## src/rtl/dbus_dm_arbiter.sv

```systemverilog
// Two-master D-bus arbiter: core data bus (m0) and debug system-bus access (m1) share one slave.
// One outstanding transaction, round-robin on contention, optional response timeout.
module dbus_dm_arbiter #(
    parameter int unsigned AW      = 32,
    parameter int unsigned DW      = 32,
    parameter int unsigned TIMEOUT = 255
) (
    input  logic            clk,
    input  logic            rst,

    input  logic            m0_req,
    input  logic            m0_we,
    input  logic [AW-1:0]   m0_addr,
    input  logic [DW-1:0]   m0_wdata,
    input  logic [DW/8-1:0] m0_wstrb,
    output logic            m0_gnt,
    output logic            m0_rvalid,
    output logic [DW-1:0]   m0_rdata,
    output logic            m0_err,

    input  logic            m1_req,
    input  logic            m1_we,
    input  logic [AW-1:0]   m1_addr,
    input  logic [DW-1:0]   m1_wdata,
    input  logic [DW/8-1:0] m1_wstrb,
    output logic            m1_gnt,
    output logic            m1_rvalid,
    output logic [DW-1:0]   m1_rdata,
    output logic            m1_err,

    output logic            s_req,
    output logic            s_we,
    output logic [AW-1:0]   s_addr,
    output logic [DW-1:0]   s_wdata,
    output logic [DW/8-1:0] s_wstrb,
    input  logic            s_gnt,
    input  logic            s_rvalid,
    input  logic [DW-1:0]   s_rdata
);

    localparam int unsigned CW = (TIMEOUT > 1) ? $clog2(TIMEOUT + 1) : 1;
    localparam logic [CW-1:0] TMO_LAST = CW'((TIMEOUT == 0) ? 0 : TIMEOUT - 1);

    typedef enum logic {StIdle, StWait} state_e;

    state_e          state_q, state_d;
    logic            owner_q, owner_d;
    logic            last_q, last_d;
    logic [CW-1:0]   tmo_q, tmo_d;

    logic            sel;
    logic            sel_req;
    logic            rsp_valid;
    logic            rsp_err;
    logic [DW-1:0]   rsp_data;

    // On contention the master that did not win last time goes next.
    assign sel     = (m0_req & m1_req) ? ~last_q : m1_req;
    assign sel_req = sel ? m1_req : m0_req;

    assign s_we    = sel ? m1_we    : m0_we;
    assign s_addr  = sel ? m1_addr  : m0_addr;
    assign s_wdata = sel ? m1_wdata : m0_wdata;
    assign s_wstrb = sel ? m1_wstrb : m0_wstrb;

    always_comb begin
        state_d   = state_q;
        owner_d   = owner_q;
        last_d    = last_q;
        tmo_d     = tmo_q;
        s_req     = 1'b0;
        m0_gnt    = 1'b0;
        m1_gnt    = 1'b0;
        rsp_valid = 1'b0;
        rsp_err   = 1'b0;
        rsp_data  = '0;

        case (state_q)
            StIdle: begin
                s_req  = sel_req;
                m0_gnt = s_gnt & sel_req & ~sel;
                m1_gnt = s_gnt & sel_req & sel;
                if (s_gnt && sel_req) begin
                    state_d = StWait;
                    owner_d = sel;
                    last_d  = sel;
                    tmo_d   = '0;
                end
            end
            StWait: begin
                if (s_rvalid) begin
                    rsp_valid = 1'b1;
                    rsp_data  = s_rdata;
                    state_d   = StIdle;
                end else if ((TIMEOUT != 0) && (tmo_q == TMO_LAST)) begin
                    rsp_valid = 1'b1;
                    rsp_err   = 1'b1;
                    state_d   = StIdle;
                end else if (TIMEOUT != 0) begin
                    tmo_d = tmo_q + 1'b1;
                end
            end
            default: state_d = StIdle;
        endcase

        // Nothing leaves the block while reset is held, whatever the state register says.
        if (rst) begin
            s_req     = 1'b0;
            m0_gnt    = 1'b0;
            m1_gnt    = 1'b0;
            rsp_valid = 1'b0;
            rsp_err   = 1'b0;
        end
    end

    assign m0_rvalid = rsp_valid & ~owner_q;
    assign m1_rvalid = rsp_valid & owner_q;
    assign m0_err    = rsp_err & ~owner_q;
    assign m1_err    = rsp_err & owner_q;
    assign m0_rdata  = m0_rvalid ? rsp_data : '0;
    assign m1_rdata  = m1_rvalid ? rsp_data : '0;

    always_ff @(posedge clk) begin
        if (rst) begin
            state_q <= StIdle;
            owner_q <= 1'b0;
            last_q  <= 1'b1;
            tmo_q   <= '0;
        end else begin
            state_q <= state_d;
            owner_q <= owner_d;
            last_q  <= last_d;
            tmo_q   <= tmo_d;
        end
    end

endmodule

```

## config.mk

```make
export PLATFORM = sky130hd
export DESIGN_NAME = dbus_dm_arbiter
export DESIGN_NICKNAME = d
export VERILOG_FILES = /design/src/rtl/dbus_dm_arbiter.sv
export SDC_FILE = /design/constraint.sdc
export NUM_CORES = 1
export LEC_CHECK = 0
export BUFFER_PORTS_ARGS = -buffer_cell sky130_fd_sc_hd__buf_4
export CAP_MARGIN = 5
export CORE_AREA = 2 2 122 124
export DETAILED_ROUTE_END_ITERATION = 8
export DIE_AREA = 0 0 124 126
export PLACE_DENSITY = 0.46
export SYNTH_ARGS = -nofsm -noshare
export SYNTH_HDL_FRONTEND = slang
export SYNTH_SLANG_ARGS = --single-unit
```

## constraint.sdc

```tcl
create_clock -name clk -period 3.05 [get_ports clk]
set_clock_uncertainty 0.1 [all_clocks]
set_input_delay 0.305 -clock clk [delete_from_list [all_inputs] [get_ports clk]]
set_output_delay 0.305 -clock clk [all_outputs]
set_load 0.01 [all_outputs]
```

; Word-level counts from Yosys, hierarchy flattened
; Cells that the tools add are included.
[word_totals]
regBits = 11
out_inout_bits = 140
[classes]
add_sub_neg = 1
eq_ne = 4
mux = 31
bitwise = 12
n_reduce_logical = 3
[ops]
columns = op, count
row1 = $mux W32, 6
row2 = $mux W8, 3
row3 = $mux W1, 19
row4 = $pmux W8 S2, 1
row5 = $add A8 B1 Y8 const B, 1
row6 = $and A1 B1 Y1, 8
row7 = $eq A8 B8 Y1 const B, 1
row8 = $ne A2 B2 Y1 const B, 3
row9 = $mux W4, 1
row10 = $not A1 Y1, 4
row11 = $reduce_and A3 Y1, 1
row12 = $pmux W1 S2, 1
row13 = $reduce_and A2 Y1, 1
row14 = $logic_and A1 B1 Y1, 1

; Logic depth before layout (Yosys ltp)
[logic_depth]
ltp_word = 7
depth_mapped = 7
ltp_nobuf = 6

; Worst setup path after synthesis
; No wires, ideal clock.
[synth_path]
path_type = register -> output
start = reg tmo_q[0]
end = out m1_rdata[10]
arrival_time_ps = 1401
required_time_ps = 2645
slack_ps = 1244
path_stages_with_launch = 8
cell_sequence = dfxtp_1 -> inv_1 -> ha_1 -> nand4_1 -> nor2_4 -> o2111ai_2 -> buf_2 -> nor2_1
[synth_between]
elab_chain_cells = 7
[synth_lines]
columns = item, line_no
row1 = start: declaration, 49  ; logic [CW-1:0] tmo_q, tmo_d;
row2 = start signal: assignment, 133  ; tmo_q <= tmo_d;
row3 = $eq A8 B8 Y1, 95  ; end else if ((TIMEOUT != 0) && (tmo_q == TMO_LAST)) begin
row4 = $mux W1, 95
row5 = $mux W1, 91  ; if (s_rvalid) begin
row6 = $mux W1, 78  ; case (state_q)
row7 = $mux W1, 107  ; if (rst) begin
row8 = $and A1 B1 Y1, 117  ; assign m1_rvalid = rsp_valid & owner_q;
row9 = $mux W32, 121  ; assign m1_rdata = m1_rvalid ? rsp_data : '0;
row10 = end: declaration, 28  ; output logic [DW-1:0] m1_rdata,
; No other way between the ends.

; Final worst setup path
[layout_path]
start = reg tmo_q[0]
end = out m1_rdata[25]
; Same word-level chain as after synthesis.

==> impl_metrics.toml <==
[status]
outcome = "finished, final reports clean"

[clocking]
cts-resized-gates = 0
h-tree-depth = 1
clk_pin_slew_ns = 0.04
clock_latency_ns = 0.23
cts_setup_buffers = 0
cts_sinks = 11
cts_tree = "yes"
holdBufCountCts = 0
clock-root-buffer = "clkbuf_16"
clockBufferDepth = 2
numCtsBuffers = 3

[cells_and_area]
final_cell_mix = "318 x buf_4, 72 x nor2_1, 69 x mux2_2"
postLayoutCoreUtil_pct = 31.54
diodes = 0
post-route-cell-area_um2 = 4514
area_delta_synth_final_pct = 136.1
ff_latch_area_um2 = 220.2
final_common_cell = "buf_4"
multi_input_area_um2 = 1559
nets = 748
drive_gt1_share_pct = 69.95
fillers = 1534

[synthesis]
synth.net_count = 446
ys_dominant_reg_cell = "dfxtp_1"
synth.ff_latch_count = 11
syn_avg_cell_area_um2 = 7.134
yosysWarnings = 0
synth_edf_count = 0
synthCells = 268
yosysSeqAreaShare_pct = 11.52
async_flop_share_pct = 0
syn_area_um2 = 1912
yosysUniqueCellTypes = 31

[global_route]
grt.overflow.total = 0
grt_max_degree = 72
grt_pass1_vias = 2837
grtUsageTotal_pct = 12.87
antenna_found_initial = 0
grt_pass1_wl_mm = 15.66

[pwr]
p_leak_nw = 2.168
powerDensity_nw_per_um2 = 205.4
ir_drop_mv = 0.1829
finalPower_uw = 927.1

[critical_path]
path_class = "register to primary output"
worst_path_max_delay_cell = "dfxtp_1"
regToRegEndpoint = "tmo_q[1]"
cp-start-kind = "register"
reg2regPathDepth = 6
reg2reg_from = "tmo_q[0]"
worstPathMaxFanout = 33
cp_slowest_stage_delay_ns = 0.39
arrival_ns = 1.89
reg2reg_slack_ns = 1.11
cp_cell_sequence = "inv_1, ha_1, nand4_1, nor2_4, o2111ai_2, buf_4, nor2_1, buf_4"
required_ns = 2.64
crit_top_cell = "buf_4"
cp-end-kind = "primary output"

[route]
routed_wl_mm = 11.28
routed_via_density = 4.098
drtIter0Drc = 53
routedWlPerCell_um = 14.97
ant_nets = 0
via_count = 3086
drc_errors = 0
drtPass1Iterations = 4

[min_path]
hold_path.startpoint = "rst"
min_path_type = "primary input to register"
hold_depth = 2
min_to = "tmo_q[4]"

[floorplanning]
die_w_um = 124
rows = 44
ios = 316
start_util_pct = 13.36
die_y_um = 126
dieArea_um2 = 15620
core_area_um2 = 14310

[sta]
relSlewSlack_pct = 46.23
worst_slew_pin_slew_ns = 0.8049
grt_setup_unrepaired = "no"
clock.fmax_mhz = 436.3
slew_violations = 0
layout_min_cycle_time_ns = 2.292
setup_violations = 0
fin_setup_tns_ns = 0
finalCritPeriodShare_pct = 75.15
hold_viol = 0

[place]
io_buffers = 315
hpwl_mm = 9.866
placed_area_um2 = 4436
gp_congestion = 0.9050

[flow_run]
cap_violations = 0
[layout make-up]
cell class / count / share of cell area, %
repair buffers: 319 / 53.33
flip-flops and latches: 11 / 4.878
inverters: 5 / 0.4157
clock buffers: 4 / 1.746
multi-input cells: 230 / 34.53
well taps: 184 / 5.100
[power breakdown]
part / internal [mW] / total, mW / switching, mW
clock network: 0.175 / 0.235 / 0.0595
registers: 0.148 / 0.154 / 0.00640
logic: 0.333 / 0.538 / 0.205
total: 0.656 / 0.927 / 0.271
[flip-flops by register name (all words and copies together) (netlist names)]
name and flops:
last_q 1, owner_q 1, state_q 1, tmo_q 8
[critical path: cells and delay by family (launching register included)]
kind	cells	cell delay, ns
adders and majority gates	1	0.21
DFF	1	0.39
buffers and inverters	3	0.58
and+or+nand+nor	3	0.31
AOI/OAI and AO/OA	1	0.15
[cell usage after synthesis, types with 3 or more instances]
cell type	instances	share of area [%]
nand3_1	10	2.6
mux2_2	69	41
or4_1	3	1.2
dfxtp_1	11	12
a31oi_1	5	1.6
a21oi_1	6	1.6
inv_1	5	0.98
o211ai_1	5	2.0
buf_2	18	4.7
nor2_1	72	14
nand2_1	38	7.5
[logic make-up (layout without fill, tap and decap cells)]
family                   Yosys count  in the layout  synth area share (%)
AND/OR/NAND/NOR                  138            138                 31.68
multiplexers                      70             70                 41.17
buffers and inverters             27            328                 7.069
AO/OA/AOI/OAI                     20             20                 7.264
flip-flops                        11             11                 11.52
adder cells (fa/ha/maj)            2              2                 1.309
[worst max path at each step]
stage                     cells past startpoint  slack [ns]      endpoint  startpoint
after floorplan                               7        1.24  m1_rdata[10]    tmo_q[0]
after CTS                                     8        0.75   m1_rdata[0]    tmo_q[0]
after global placement                        8        1.05  m1_rdata[26]    tmo_q[0]
final                                         8        0.76  m1_rdata[25]    tmo_q[0]
after detailed placement                      8        1.01   m1_rdata[0]    tmo_q[0]
after global routing                          8        0.63   m1_rdata[4]    tmo_q[0]
[per-stage QoR]
step                setup slack (ns)  hold WS (ns)  cells
floorplan                      1.244        0.3099    268
global placement               1.055        0.3680    749
detailed placement             1.013        0.3774    749
CTS                           0.7521        0.2629    753
global route                  0.6331        0.2853    753
finish                        0.7579        0.2619    753
[routing by layer]
layer	vias up	share of wire, %	track usage, %
li1	1518	-	-
met1	1383	36	14.16
met2	183	53	24.76
met3	2	11	3.804
met4	0	0.25	1.256
met5	-	0	0
Note: power is estimated with default switching activity, not from simulation.
